<file path="config.mk">
export PLATFORM = sky130hd
export DESIGN_NAME = nec_ir_transmitter
export DESIGN_NICKNAME = d
export VERILOG_FILES = /design/src/rtl/nec_ir_transmitter.sv
export SDC_FILE = /design/constraint.sdc
export NUM_CORES = 1
export LEC_CHECK = 0
export BUFFER_PORTS_ARGS = -buffer_cell sky130_fd_sc_hd__buf_2
export CAP_MARGIN = 10
export CORE_ASPECT_RATIO = 0.75
export CORE_MARGIN = 2
export CORE_UTILIZATION = 35
export CTS_BUF_LIST = sky130_fd_sc_hd__clkbuf_8
export DETAILED_ROUTE_END_ITERATION = 6
export PLACE_DENSITY = 0.59
export SYNTH_ARGS = -nofsm -noshare
export SYNTH_HDL_FRONTEND = slang
export SYNTH_SLANG_ARGS = --single-unit
</file>
<file path="constraint.sdc">
create_clock -name clk -period 2.3 [get_ports clk]
set_input_delay 0.115 -clock clk [delete_from_list [all_inputs] [get_ports clk]]
set_output_delay 0.115 -clock clk [all_outputs]
set_load 0.01 [all_outputs]
</file>
<file path="src/rtl/nec_ir_transmitter.sv">
// NEC infrared frame transmitter: serialises an address/command pair (or the repeat code)
// as timed marks/spaces, producing a registered envelope and a carrier-modulated LED drive.
module nec_ir_transmitter #(
  parameter int unsigned UNIT_CYCLES  = 28125,
  parameter int unsigned CARRIER_DIV  = 1316,
  parameter int unsigned CARRIER_HIGH = 439,
  parameter int unsigned GUARD_UNITS  = 64
) (
  input  logic       clk,
  input  logic       rst_n,
  input  logic       send,
  input  logic       repeat_req,
  input  logic [7:0] address,
  input  logic [7:0] command,
  output logic       ready,
  output logic       busy,
  output logic       done,
  output logic       ir_envelope,
  output logic       ir_out
);

  localparam int unsigned CW   = (UNIT_CYCLES > 2) ? $clog2(UNIT_CYCLES) : 1;
  localparam int unsigned PW   = (CARRIER_DIV > 2) ? $clog2(CARRIER_DIV) : 1;
  localparam int unsigned MAXU = (GUARD_UNITS > 16) ? GUARD_UNITS : 16;
  localparam int unsigned UW   = $clog2(MAXU + 1);

  localparam logic [CW-1:0] CYC_LAST   = CW'(UNIT_CYCLES - 1);
  localparam logic [PW-1:0] PH_LAST    = PW'(CARRIER_DIV - 1);
  localparam logic [PW-1:0] PH_HIGH    = PW'(CARRIER_HIGH);
  localparam logic [UW-1:0] U_ONE      = UW'(1);
  localparam logic [UW-1:0] U_THREE    = UW'(3);
  localparam logic [UW-1:0] U_FOUR     = UW'(4);
  localparam logic [UW-1:0] U_EIGHT    = UW'(8);
  localparam logic [UW-1:0] U_SIXTEEN  = UW'(16);
  localparam logic [UW-1:0] U_GUARD    = UW'(GUARD_UNITS);

  typedef enum logic [2:0] {
    S_IDLE,
    S_LEAD_MARK,
    S_LEAD_SPACE,
    S_BIT_MARK,
    S_BIT_SPACE,
    S_STOP_MARK,
    S_GUARD
  } state_t;

  state_t        state_q, state_d;
  logic [CW-1:0] cyc_q, cyc_d;
  logic [UW-1:0] unit_q, unit_d;
  logic [PW-1:0] phase_q, phase_d;
  logic [4:0]    bit_idx_q, bit_idx_d;
  logic [31:0]   data_q, data_d;
  logic          rep_q, rep_d;
  logic          env_q, env_d;
  logic          out_q, out_d;
  logic          done_q, done_d;
  logic [UW-1:0] dur;
  logic          state_end;

  function automatic logic is_mark(input state_t s);
    return (s == S_LEAD_MARK) || (s == S_BIT_MARK) || (s == S_STOP_MARK);
  endfunction

  // Duration of the current state in units; bit spaces encode the payload LSB.
  always_comb begin
    dur = U_ONE;
    case (state_q)
      S_LEAD_MARK:  dur = U_SIXTEEN;
      S_LEAD_SPACE: dur = rep_q ? U_FOUR : U_EIGHT;
      S_BIT_SPACE:  dur = data_q[0] ? U_THREE : U_ONE;
      S_GUARD:      dur = U_GUARD;
      default:      dur = U_ONE;
    endcase
  end

  assign state_end = (state_q != S_IDLE) && (cyc_q == CYC_LAST) && (unit_q == dur - U_ONE);

  always_comb begin
    state_d   = state_q;
    cyc_d     = cyc_q;
    unit_d    = unit_q;
    bit_idx_d = bit_idx_q;
    data_d    = data_q;
    rep_d     = rep_q;
    if (state_q == S_IDLE) begin
      if (send || repeat_req) begin
        state_d   = S_LEAD_MARK;
        rep_d     = ~send;
        data_d    = {~command, command, ~address, address};
        bit_idx_d = 5'd0;
        cyc_d     = '0;
        unit_d    = '0;
      end
    end else if (state_end) begin
      cyc_d  = '0;
      unit_d = '0;
      case (state_q)
        S_LEAD_MARK:  state_d = S_LEAD_SPACE;
        S_LEAD_SPACE: state_d = rep_q ? S_STOP_MARK : S_BIT_MARK;
        S_BIT_MARK:   state_d = S_BIT_SPACE;
        S_BIT_SPACE: begin
          if (bit_idx_q == 5'd31) begin
            state_d = S_STOP_MARK;
          end else begin
            state_d   = S_BIT_MARK;
            bit_idx_d = bit_idx_q + 5'd1;
            data_d    = {1'b0, data_q[31:1]};
          end
        end
        S_STOP_MARK:  state_d = S_GUARD;
        S_GUARD:      state_d = S_IDLE;
        default:      state_d = S_IDLE;
      endcase
    end else if (cyc_q == CYC_LAST) begin
      cyc_d  = '0;
      unit_d = unit_q + U_ONE;
    end else begin
      cyc_d = cyc_q + 1'b1;
    end
  end

  // Outputs are computed from the next state so they register in step with it;
  // the carrier phase restarts on entry to each mark so every burst begins high.
  always_comb begin
    phase_d = phase_q;
    if (is_mark(state_d) && (state_d != state_q)) begin
      phase_d = '0;
    end else if (phase_q == PH_LAST) begin
      phase_d = '0;
    end else begin
      phase_d = phase_q + 1'b1;
    end
    env_d  = is_mark(state_d);
    out_d  = env_d && (phase_d < PH_HIGH);
    done_d = (state_q == S_GUARD) && (state_d == S_IDLE);
  end

  always_ff @(posedge clk or negedge rst_n) begin
    if (!rst_n) begin
      state_q   <= S_IDLE;
      cyc_q     <= '0;
      unit_q    <= '0;
      phase_q   <= '0;
      bit_idx_q <= '0;
      data_q    <= '0;
      rep_q     <= 1'b0;
      env_q     <= 1'b0;
      out_q     <= 1'b0;
      done_q    <= 1'b0;
    end else begin
      state_q   <= state_d;
      cyc_q     <= cyc_d;
      unit_q    <= unit_d;
      phase_q   <= phase_d;
      bit_idx_q <= bit_idx_d;
      data_q    <= data_d;
      rep_q     <= rep_d;
      env_q     <= env_d;
      out_q     <= out_d;
      done_q    <= done_d;
    end
  end

  assign ready       = (state_q == S_IDLE);
  assign busy        = ~ready;
  assign done        = done_q;
  assign ir_envelope = env_q;
  assign ir_out      = out_q;

endmodule
</file>
# After elaboration in Yosys (flattened, before gate mapping)

Index checks and enable logic that the tools add are counted.

Register bits after elaboration: 77
Input port bits: 20
Output and inout bits: 5
Word-level logic and storage cells: 82

Add/subtract/negate cells: 5
$lt $le $gt $ge: 1
Equality and inequality tests: 16
Mux-type cells: 29
Bitwise operators: 4
Reductions and logical operators: 17

Operator list:

| kind                    | number |
|---|---|
| $mux W32                | 5 |
| $mux W15                | 4 |
| $mux W7                 | 4 |
| $pmux W7 S4             | 1 |
| $mux W5                 | 5 |
| $mux W11                | 2 |
| $not A8 Y8              | 2 |
| $add A15 B1 Y15 const B | 1 |
| $eq A15 B15 Y1 const B  | 1 |
| $mux W3                 | 5 |
| $pmux W3 S5             | 1 |
| $eq A3 B3 Y1 const B    | 4 |
| $add A11 B1 Y11 const B | 1 |
| $eq A11 B11 Y1 const B  | 1 |
| $lt A11 B9 Y1 const B   | 1 |
| $eq A3 B2 Y1 const B    | 3 |
| $add A7 B1 Y7 const B   | 1 |
| $eq A7 B7 Y1            | 1 |
| $sub A7 B1 Y7 const B   | 1 |
| $eq A3 B1 Y1 const B    | 2 |
| $logic_not A3 Y1        | 2 |
| $reduce_bool A3 Y1      | 2 |
| $add A5 B1 Y5 const B   | 1 |
| $eq A5 B5 Y1 const B    | 1 |
| 11 further kinds        | 20 |

# Depth between registers and ports, before layout

Gate-level depths: netlist of run 1.

Depth in word-level cells: 14
Gate-level depth with buffers: 10
Mapped depth without buffers: 8

# Worst setup path before layout of run 1

Ideal clock, no wire load.

Path kind: flip-flop to flip-flop
Start: reg cyc_q[0]
End: reg data_q[0]
Setup time: 125 ps
Arrival time: 2361 ps
Data required time: 2175 ps
Slack: -186 ps
Cell stages (with the launch flop): 11
Buffers on the path: 2
Period minus slack after synthesis: 2486 ps
Cell sequence: dfrtp_1 -> inv_1 -> ha_1 -> nand4b_1 -> or4_4 -> nor3_4 -> nand3_4 -> o21a_1 -> buf_6 -> buf_12 -> mux2_4

Longest elaborated chain between the ends: 5

Ends and longest elaborated chain:

| element                          | RTL line | RTL |
|---|---|---|
| start: declaration               | 48       | `logic [CW-1:0] cyc_q, cyc_d;` |
| start signal: assignment         | 152      | `cyc_q <= cyc_d;` |
| $eq A15 B15 Y1                   | 76       | `assign state_end = (state_q != S_IDLE) && (cyc_q == CYC_LAST) && (unit_q == dur - U_ONE);` |
| $logic_and A1 B1 Y1 (2 in a row) | 76       |  |
| $reduce_bool A2 Y1 (no line)     | -        |  |
| $reduce_and A4 Y1 (no line)      | -        |  |
| end signal: assignment           | 156      | `data_q <= data_d;` |
| end: declaration                 | 52       | `logic [31:0] data_q, data_d;` |

No other way between the ends.
A chain may end at the register's enable or synchronous reset.

# Final worst setup path of run 1

Start: reg cyc_q[0]
End: reg data_q[2]

The elaborated chain is that of the path after synthesis.

==> impl_results.md, run 1 <==
- Num CTS Buffers: 9
- Peak supply drop: between 0.2 and 0.3 mV
- Unrepaired setup endpoints after global routing: yes
- Total number of H-tree levels: 3
- Floorplan die height: slightly above 100 um
- Number of cells produced by synthesis: roughly 480
- Grt met3 use: under 10%
- Leading post-synthesis cells by instance count: sky130_fd_sc_hd__nand2_1, sky130_fd_sc_hd__dfrtp_1, sky130_fd_sc_hd__o21ai_0, sky130_fd_sc_hd__mux2_4, sky130_fd_sc_hd__nor2_1
- Share of final-layout standard cells stronger than drive strength 1: between 20 and 30%
- Routing usage on met2: around 23%
- Pins over their slew limit: 0
- Net Count, Synth: 501
- Pin count of the biggest net entering global routing: 47
- CTS tree: done
- Upper clock frequency limit: approximately 0.42 GHz
- First-pass GRT wire length: 16,700 um
- Detailed router's first-iteration violation count: about 320
- Number of hold violations in the final report: 0
- Setup clock skew after layout: 0.0147 ns
- Master cell of the clock root buffer: sky130_fd_sc_hd__clkbuf_8
- Tot GR Track Use: 15.3%
- Actual slew at the worst max-slew pin: roughly 0.45 ns
- Number of optimization iterations in the first detailed-route pass: 4
- Violations in the final reports: negative setup slack
- Antenna cells: 0
- Clock transition time at the flip-flop clock pins of the worst setup and hold paths: around 0.080 ns
- Crit share post-route: 104%
- Antenna violations before repair: 0
- CTS Sinks: 77
- Power density relative to cell area: about 410 nW/um^2
- Least setup slack across all paths after layout: -0.0941 ns
- Static power due to leakage: approximately 2.5 nW
- Number of warning messages in the yosys log: 0
- Worst r2r path cells: 9
- Detailed-placement wirelength estimate: 6800 um
- Routed wirelength normalized by instance count: between 10 and 15 um
- Count of final setup violators: 35
- Required time at the endpoint of the critical path: 2.53 ns
- Standard-cell row count: 35
- Total Die Area: approximately 14,000 um^2
- NumNets Final: around 580
- Worst Hold Depth: 4
- Core area: roughly 12,000 um^2
- Worst-skew pair later-pin latency: around 0.35 ns
- Post-synth top area cell: sky130_fd_sc_hd__dfrtp_1
- Vias per cell: around 5.1
- Setup CP Type: reg2reg
- Number of distinct library cells after synthesis: 57
- I/O pin cnt: 25
- Result of the run: finished with violations
- Summed negative setup slack over all endpoints: -2.35 ns
- Number of enable-type register cells in the synthesized netlist: 0
- Worst reg2reg setup slack: -0.09 ns
- Sequential standard cell area: between 1500 and 2000 um^2
- Buffer levels on the longest clock path: 2
- Part of the Yosys area used for sequential elements: between 40% and 50%
- Async SR Flop Fraction: 100%
- Maxcap violations: 0
- Cell count after placement: just under 700
- Cell area after synthesis: approximately 4400 um^2
- Port-buffer cells: 24
- Min-Delay Path Class: in2reg
- Number of inserted filler cells in the final layout: between 1,000 and 1,500
- Crit-path max FO: 17
- Detailed-route wire length: 9750 um
- Starting density of the core: between 30% and 40%
- Area of the multi-input gates: around 2400 um^2
- Busiest metal layer after global routing: met2
- Final global-route overflow total: 0
- Worst min-delay path startpoint: command[2]
- Detailed-route DRC error count: 0
- Non-Filler Instances: 718
- Tightest hold margin: 0.0904 ns
- Endpoint with the worst hold slack: data_q[18]
- Most used flip-flop cell after synthesis: sky130_fd_sc_hd__dfrtp_1
- Antenna viol nets, final: 0
- Worst flop-to-flop path startpoint: cyc_q[0]
- Most instantiated library cell after synthesis: sky130_fd_sc_hd__nand2_1
- Final critical path time including I/O delays and setup: approximately 2.4 ns
- Global routing usage on met1: between 20% and 30%
- Number of storage elements in the synthesis netlist: slightly below 80
- Leading cell types by total area after synthesis: sky130_fd_sc_hd__dfrtp_1, sky130_fd_sc_hd__mux2_4, sky130_fd_sc_hd__nand2_1
- Via Count: approximately 3,600
- Average footprint of a synthesized cell: 9.32 um^2
- Data arrival at the endpoint of the critical path: 2.62 ns
- Startpoint Class: flop
- Worst reg2reg path endpoint: data_q[2]
- Area delta synth->final: 22.5%
- Area share of the largest cell type after synthesis: a little over two fifths
- Type of destination of the critical path: flop
- Die W: 134 um
- Post-layout power: between 0.002 and 0.0025 W
- Slew margin rel.: a little over two thirds
- Number of global-route vias before repair: 3,426
- Final GP Congestion: ~0.86
[kinds of logic after synthesis]
kind of cell    share of synthesized area [%]
buf+inv                                  4.66
compound gates                           13.7
flops                                    43.5
xor+xnor                                 2.37
simple gates                             23.1
fa+ha+maj                                1.69
mux                                      11.0
[routing by layer]
metal | vias up | share of wire [%]
met5 | - | 0
met4 | 0 | 0.47
li1 | 1831 | -
met1 | 1738 | 51
met2 | 72 | 44
met3 | 5 | 4.5
[layout by cell type (no fill, tap or decap), drive strengths merged, types with 3 or more instances in the layout]
cell         instances
ha                   6
a31oi                3
clkbuf               9
o21ai               52
nor3b                3
inv                 14
o31ai                9
dfrtp               77
nand2               96
and2                 4
and3                10
or3                  5
nor4                 4
nand4                8
nand3               14
dlygate4sd3          3
or4                  4
nor2                26
nand4b               3
xnor2               10
a211oi               3
nor3                14
buf                 87
nand2b               5
o211ai               3
mux2                32
clkinv               3
a21oi               14
[sequential cells by signal, indices dropped and copies added (netlist names)]
register,flops
data_q,32
cyc_q,15
phase_q,11
unit_q,7
bit_idx_q,5
state_q,3
done,1
ir_envelope,1
ir_out,1
rep_q,1
[stage by stage]
stage	area, um^2	setup WS (ns)	util [%]
4_1_cts	5300	-0.0707	43.0
6_report	5430	-0.0941	44.1
5_1_grt	5430	-0.166	44.1
3_3_place_gp	5070	-0.0346	41.2
3_5_place_dp	5070	-0.0715	41.2
2_1_floorplan	4430	-0.119	-
[final cells by class]
class,count,area share (%)
well taps,166,3.83
multi-input cells,359,44.6
inverters,12,0.830
clock buffers,9,2.28
repair buffers,90,12.5
flip-flops and latches,77,35.5
clock inverters,5,0.415
[what timing repair did]
| action | in CTS | in global routing |
|---|---|---|
| buffers inserted | 2 | 2 |
| hold buffers | 3 | 0 |
| hold endpoints to repair | 33 | 0 |
| endpoints found under the setup margin | 47 | 53 |
| gates cloned | 1 | 0 |
| gates resized for setup | 7 | 30 |
| pin swaps | 4 | 8 |
[worst max path at each step]
stage	startpoint	end	slack, ns	cells past startpoint
finish	cyc_q[0]	data_q[2]	-0.09	9
global route	cyc_q[0]	bit_idx_q[3]	-0.17	9
CTS	cyc_q[0]	bit_idx_q[3]	-0.07	9
detailed placement	cyc_q[1]	bit_idx_q[3]	-0.07	9
global placement	state_q[1]	data_q[0]	-0.03	8
floorplan	cyc_q[0]	data_q[0]	-0.12	10
[report_power, final]
| group | total [W] | leakage (nW) | switching [W] | internal [W] |
|---|---|---|---|---|
| registers | 0.00136 | 0.814 | 0.00000150 | 0.00135 |
| logic | 0.0000590 | 1.57 | 0.0000383 | 0.0000207 |
| clock network | 0.000833 | 0.0871 | 0.000467 | 0.000366 |
[critical path: stages, from the launching register on]
cell and delay [ns]:
sky130_fd_sc_hd__dfrtp_1 0.38, sky130_fd_sc_hd__inv_1 0.06, sky130_fd_sc_hd__ha_2 0.17, sky130_fd_sc_hd__nand4b_1 0.10, sky130_fd_sc_hd__or4_4 0.54, sky130_fd_sc_hd__nor3_4 0.19, sky130_fd_sc_hd__nand3_4 0.10, sky130_fd_sc_hd__o21a_2 0.25
sky130_fd_sc_hd__buf_12 0.17, sky130_fd_sc_hd__mux2_4 0.30
Power figures use the tool's default switching activity.
==> run 2: changes to the inputs <==
--- a/config.mk
+++ b/config.mk
@@ -7,7 +7,7 @@
 export LEC_CHECK = 0
 export BUFFER_PORTS_ARGS = -buffer_cell sky130_fd_sc_hd__buf_2
 export CAP_MARGIN = 10
-export CORE_ASPECT_RATIO = 0.75
+export CORE_ASPECT_RATIO = 0.5
 export CORE_MARGIN = 2
 export CORE_UTILIZATION = 35
 export CTS_BUF_LIST = sky130_fd_sc_hd__clkbuf_8
==> run 2 against run 1 <==
Effect of this change:
- the run still ends with negative setup slack left
- non-clock buffer count is 11 lower
- clock-buffer cell count up 2
- first-iteration DRC count is 30% lower
- critical path depth unchanged
- global-route usage grew 0.42 points
- final cell count is 1.4% lower
- sequential share of layout area is 0.39 points higher
- register-to-register slack barely moved
- hold slack worse by 0.017 ns
- setup slack got worse by 0.0016 ns
- clock skew fell by 0.0071 ns
- combinational power about the same
- critical endpoint is now data_q[21]
- highest routed layer unchanged
==> impl_results.md, run 2 (synthesis gave the netlist of run 1 again) <==
- Slew margin rel.: between 60% and 70%
- I/O pin cnt: 25
- CTS tree: done
- Via Count: around 3,600
- Post-layout power: approximately 0.0026 W
- Antenna viol nets, final: 0
- Commonest non-fill, non-tap cell in the layout: sky130_fd_sc_hd__nand2_1
- Upper clock frequency limit: between 0.4 and 0.5 GHz
- Registers with the most flip-flops: data_q x32, cyc_q x15, phase_q x11
- Crit share post-route: 104%
- Floorplan die height: between 80 and 90 um
- Worst reg2reg setup slack: -0.1 ns
- Number of optimization iterations in the first detailed-route pass: 4
- Standard-cell row count: 28
- Final GP Congestion: 0.808
- NumNets Final: 564
- Area delta synth->final: 21.2%
- Detailed-placement wirelength estimate: slightly below 7000 um
- Type of destination of the critical path: flop
- Final global-route overflow total: 0
- Violations in the final reports: negative setup slack
- Peak supply drop: 0.310 mV
- Port-buffer cells: 24
- Detailed-route DRC error count: 0
- Routed wirelength normalized by instance count: around 14 um
- Static power due to leakage: ~2.4 nW
- Final critical path time including I/O delays and setup: 2.40 ns
- Maxcap violations: 0
- Count of final setup violators: 46
- Post-route cell area: about 5400 um^2
- Vias per cell: around 5
- Core area: between 10,000 and 15,000 um^2
- Clock transition time at the flip-flop clock pins of the worst setup and hold paths: 0.08 ns
- Register with the highest flop count: data_q
- Share of final-layout standard cells stronger than drive strength 1: 27.1%
- Tot GR Track Use: between 10% and 20%
- Least setup slack across all paths after layout: -0.0957 ns
- Setup clock skew after layout: 0.00759 ns
- Fraction of the core area covered by cells at the end of the flow: between 40% and 50%
- Required time at the endpoint of the critical path: between 2 and 3 ns
- Unrepaired setup endpoints after global routing: yes
- Starting density of the core: a little over a third
- Buffer levels on the longest clock path: 2
- Pins over their slew limit: 0
- Total number of H-tree levels: 3
- First-pass GRT wire length: ~17,000 um
- Worst-skew pair later-pin latency: ~0.36 ns
- Result of the run: finished with violations
- Master cell of the clock root buffer: sky130_fd_sc_hd__clkbuf_8
- Min-Delay Path Class: in2reg
- Antenna violations before repair: 0
- Detailed router's first-iteration violation count: roughly 220
- Number of hold violations in the final report: 0
- Number of global-route vias before repair: approximately 3,500
- Pin count of the biggest net entering global routing: between 40 and 50
- Max reg flops: 32
- Setup CP Type: reg2reg
- Most frequent cells in the layout: sky130_fd_sc_hd__nand2_1, sky130_fd_sc_hd__dfrtp_1, sky130_fd_sc_hd__buf_4, sky130_fd_sc_hd__o21ai_0, sky130_fd_sc_hd__mux2_4
- Power density relative to cell area: approximately 480 nW/um^2
- Total Die Area: 13,600 um^2
- Antenna cells: 0
- CTS Sinks: 77
- Num CTS Buffers: 9
- Die W: about 160 um
- Crit-path max FO: 19
- Total cell area at the placement stage: about 5000 um^2
- Actual slew at the worst max-slew pin: approximately 0.57 ns
- Startpoint Class: flop
- Detailed-route wire length: a little under 10,000 um
- Data arrival at the endpoint of the critical path: 2.65 ns
## run 2: repair_timing
item | in CTS | in global routing
endpoints found under the setup margin | 48 | 60
hold buffers | 3 | 0
gates cloned | 1 | 0
endpoints found under the hold margin | 44 | 0
pin swaps | 2 | 1
buffers inserted | 2 | 0
gates resized for setup | 11 | 15
## run 2: critical path: stages, from the launching register on
cell and delay, ns:
sky130_fd_sc_hd__dfrtp_1 0.38, sky130_fd_sc_hd__inv_1 0.07, sky130_fd_sc_hd__ha_1 0.16, sky130_fd_sc_hd__nand4b_1 0.10, sky130_fd_sc_hd__or4_4 0.56, sky130_fd_sc_hd__nor3_4 0.19, sky130_fd_sc_hd__nand3_4 0.10, sky130_fd_sc_hd__o21a_2 0.25
sky130_fd_sc_hd__buf_12 0.17, sky130_fd_sc_hd__mux2_4 0.30
## run 2: routing by layer
| metal | global-route usage [%] | wire [um] | vias up |
|---|---|---|---|
| li1 | - | - | 1810 |
| met1 | 22.0 | 4930 | 1707 |
| met2 | 23.8 | 4400 | 65 |
| met3 | 3.63 | 334 | 10 |
| met4 | 5.23 | 126 | 0 |
| met5 | 0 | 0 | - |
## run 2: path summary, 6_finish.rpt
path	cells past startpoint	to	startpoint
worst min-delay path	3	rep_q	repeat_req
worst max register to register	9	data_q[21]	cyc_q[0]
worst min register to register	1	unit_q[5]	unit_q[5]
max in group asynchronous	3	cyc_q[7]	rst_n
worst max-delay path	9	data_q[21]	cyc_q[0]
min in group asynchronous	2	data_q[22]	rst_n
## run 2: through the flow
step / hold WS (ns) / TNS, ns / std cells / setup WS, ns
floorplan: -0.181 / -3.29 / 475 / -0.119
global placement: 0.159 / -1.94 / 686 / -0.0749
detailed placement: 0.160 / -3.95 / 686 / -0.132
CTS: 0.0590 / -3.40 / 708 / -0.131
global route: 0.0807 / -9.36 / 708 / -0.233
finish: 0.0737 / -2.96 / 708 / -0.0957
## run 2: report_power, final
part	switching [W]	internal, W	leakage, nW	total, W
combinational	0.0000381	0.0000207	1.50	0.0000588
clock	0.000497	0.000663	0.118	0.00116
sequential	0.00000156	0.00135	0.814	0.00136
total	0.000537	0.00204	2.43	0.00257
## run 2: area by class of cell
cell class              instances  area, um^2
clock inverters                 5        75.1
repair buffers                 79         584
clock buffers                  11         151
flip-flops and latches         77        1930
fillers                      1164        6720
multi-input cells             359        2380
inverters                      12        45.0
well taps                     165         206
==> run 3: changes to the inputs <==
==> config.mk (replaced) <==
export PLATFORM = sky130hd
export DESIGN_NAME = nec_ir_transmitter
export DESIGN_NICKNAME = d
export VERILOG_FILES = /design/src/rtl/nec_ir_transmitter.sv
export SDC_FILE = /design/constraint.sdc
export NUM_CORES = 1
export LEC_CHECK = 0
export BUFFER_PORTS_ARGS = -buffer_cell sky130_fd_sc_hd__buf_4
export CAP_MARGIN = 10
export CORE_ASPECT_RATIO = 0.5
export CORE_MARGIN = 2
export CORE_UTILIZATION = 40
export CTS_BUF_LIST = sky130_fd_sc_hd__clkbuf_8
export DETAILED_ROUTE_END_ITERATION = 6
export PLACE_DENSITY = 0.65
export SYNTH_ARGS = -nofsm -noshare
export SYNTH_HDL_FRONTEND = slang
export SYNTH_SLANG_ARGS = --single-unit
==> run 3 against run 2 <==
Effect of this change:
- the run still ends with negative setup slack left
- routed wire length rose by 2.7%
- critical path depth unchanged
- hold slack worse by 0.030 ns
- sequential share of layout area down 0.92 points
- sequential power is essentially flat
- largest cell class unchanged
- highest routed layer unchanged
==> impl_results.md, run 3 (synthesis gave the netlist of run 1 again) <==
- Starting density of the core: around two fifths
- Most frequent cells in the layout: sky130_fd_sc_hd__nand2_1, sky130_fd_sc_hd__dfrtp_1, sky130_fd_sc_hd__buf_4, sky130_fd_sc_hd__o21ai_0, sky130_fd_sc_hd__mux2_4
- Slew margin rel.: between 50% and 60%
- WL met1: roughly 5000 um
- Register with the highest flop count: data_q
- Peak supply drop: between 0.2 and 0.25 mV
- Worst-skew pair later-pin latency: 0.37 ns
- I/O pin cnt: 25
- Floorplan die height: around 78 um
- Port-buffer cells: 24
- Tightest hold margin: 0.0440 ns
- Crit-path max FO: 16
- Final global-route overflow total: 0
- NumNets Final: about 570
- Top routing layer in use: met4
- Count of final setup violators: 39
- Post-route cell area: about 5500 um^2
- Met2 wire length: between 4000 and 5000 um
- Number of optimization iterations in the first detailed-route pass: 4
- Share of final-layout standard cells stronger than drive strength 1: between 30% and 40%
- Min-Delay Path Class: in2reg
- Critical path, cell by cell: inv_1 -> ha_2 -> nand4b_1 -> or4_4 -> nor3_4 -> nand3_4 -> o21a_4 -> buf_12 -> mux2_4
- Final GP Congestion: ~0.81
- Detailed router's first-iteration violation count: between 300 and 400
- Type of destination of the critical path: flop
- First-pass GRT wire length: between 15,000 and 20,000 um
- Core area: 10,900 um^2
- Detailed-placement wirelength estimate: 6730 um
- Result of the run: finished with violations
- Tot GR Track Use: around 18%
- Violations in the final reports: negative setup slack
- CTS Sinks: 77
- Number of global-route vias before repair: 3,501
- Worst min-delay path startpoint: repeat_req
- Setup CP Type: reg2reg
- Max reg flops: 32
- Standard-cell row count: 27
- CTS tree: done
- Clock transition time at the flip-flop clock pins of the worst setup and hold paths: around 0.090 ns
- Pins over their slew limit: 0
- Area delta synth->final: 24.5%
- Actual slew at the worst max-slew pin: between 0.6 and 0.7 ns
- Commonest non-fill, non-tap cell in the layout: sky130_fd_sc_hd__nand2_1
- Worst flop-to-flop path startpoint: cyc_q[0]
- Registers with the most flip-flops: data_q x32, cyc_q x15, phase_q x11
- Setup clock skew after layout: 0.0161 ns
- Critical-path cell with the highest stage delay: sky130_fd_sc_hd__or4_4
- Total number of H-tree levels: 3
- CP startpoint: cyc_q[0]
- Least setup slack across all paths after layout: -0.107 ns
- Total cell area at the placement stage: 5040 um^2
- Buffer levels on the longest clock path: 2
- Detailed-route DRC error count: 0
- Unrepaired setup endpoints after global routing: yes
- Antenna violations before repair: 0
- Total Die Area: between 10,000 and 15,000 um^2
- Antenna viol nets, final: 0
- Vias per cell: ~5.2
- Max incr delay on CP: between 0.5 and 0.6 ns
- Total met3 wirelength after detailed routing: 319 um
- Power density relative to cell area: roughly 470 nW/um^2
- Master cell of the clock root buffer: sky130_fd_sc_hd__clkbuf_8
- Detailed-route wire length: slightly above 10,000 um
- Required time at the endpoint of the critical path: 2.56 ns
- Static power due to leakage: around 2.5 nW
- Routed wirelength normalized by instance count: 14.6 um
- Antenna cells: 0
- Pin count of the biggest net entering global routing: 50
- Number of hold violations in the final report: 0
- Via Count: between 3,000 and 4,000
- Startpoint Class: flop
- Die W: between 150 and 200 um
- Crit share post-route: 105%
- Upper clock frequency limit: 0.415 GHz
- Data arrival at the endpoint of the critical path: between 2 and 3 ns
- Final critical path time including I/O delays and setup: about 2.4 ns
- Num CTS Buffers: 9
- Maxcap violations: 0
## run 3: cell types whose count changed in the layout (fill, tap and decap cells not counted), moves of 3 or more
| cell | previous run | this run |
|---|---|---|
| sky130_fd_sc_hd__buf_2 | 23 | 0 |
| sky130_fd_sc_hd__buf_4 | 49 | 73 |
| sky130_fd_sc_hd__nor2_1 | 25 | 21 |
| sky130_fd_sc_hd__nor2_2 | 1 | 4 |
| sky130_fd_sc_hd__o21ai_0 | 44 | 41 |
## run 3: repair_timing
item / in CTS / in global routing
hold buffers: 3 / 0
pin swaps: 2 / 11
buffers inserted: 2 / 2
hold endpoints to repair: 40 / 0
gates resized for setup: 9 / 42
setup endpoints to repair: 48 / 58
cloned: 1 / 0
## run 3: stage by stage
| step | setup slack, ns | power (W) | utilization, % | TNS, ns | instances |
|---|---|---|---|---|---|
| after floorplan | -0.119 | 0.00139 | - | -3.29 | 475 |
| after global placement | -0.0611 | 0.00145 | 46.4 | -1.80 | 667 |
| after detailed placement | -0.108 | 0.00145 | 46.4 | -3.10 | 667 |
| after CTS | -0.0864 | 0.00264 | 49.3 | -2.38 | 689 |
| after global routing | -0.204 | 0.00271 | 50.7 | -7.95 | 691 |
| final | -0.107 | 0.00260 | 50.7 | -3.17 | 691 |
## run 3: final timing paths
| check | to | slack (ns) | cells after the start |
|---|---|---|---|
| max | data_q[9] | -0.11 | 9 |
| min | rep_q | 0.04 | 3 |
| max reg2reg | data_q[9] | -0.11 | 9 |
| min reg2reg | unit_q[5] | 0.50 | 1 |
| max in group asynchronous | cyc_q[7] | 1.44 | 3 |
| min in group asynchronous | data_q[22] | 0.26 | 2 |
## run 3: layout make-up
class | count | area [um^2]
fill | 1017 | 5370
multi-input combinational | 359 | 2460
sequential | 77 | 1930
timing repair buffer | 82 | 672
tap | 145 | 181
clock buffer | 10 | 138
clock inverter | 6 | 91.3
inverter | 12 | 45.0
## run 3: metal layers
| layer | track usage, % | vias up |
|---|---|---|
| met5 | 0 | - |
| met4 | 5.74 | 0 |
| met3 | 4.47 | 14 |
| met2 | 28.0 | 58 |
| met1 | 23.6 | 1719 |
| li1 | - | 1808 |
## run 3: critical path: cells and delay by family, from the launching register on
kind	cells	cell delay (ns)
flip-flops	1	0.38
adder cells (fa/ha/maj)	1	0.18
multiplexers	1	0.30
AO/OA/AOI/OAI	1	0.23
AND/OR/NAND/NOR	4	0.97
buffers and inverters	2	0.23
## run 3: power by group
part / switching [W] / leakage [nW] / total (W) / internal, W
combinational: 0.0000386 / 1.54 / 0.0000682 / 0.0000295
sequential: 0.00000159 / 0.813 / 0.00136 / 0.00135
clock: 0.000528 / 0.117 / 0.00118 / 0.000648
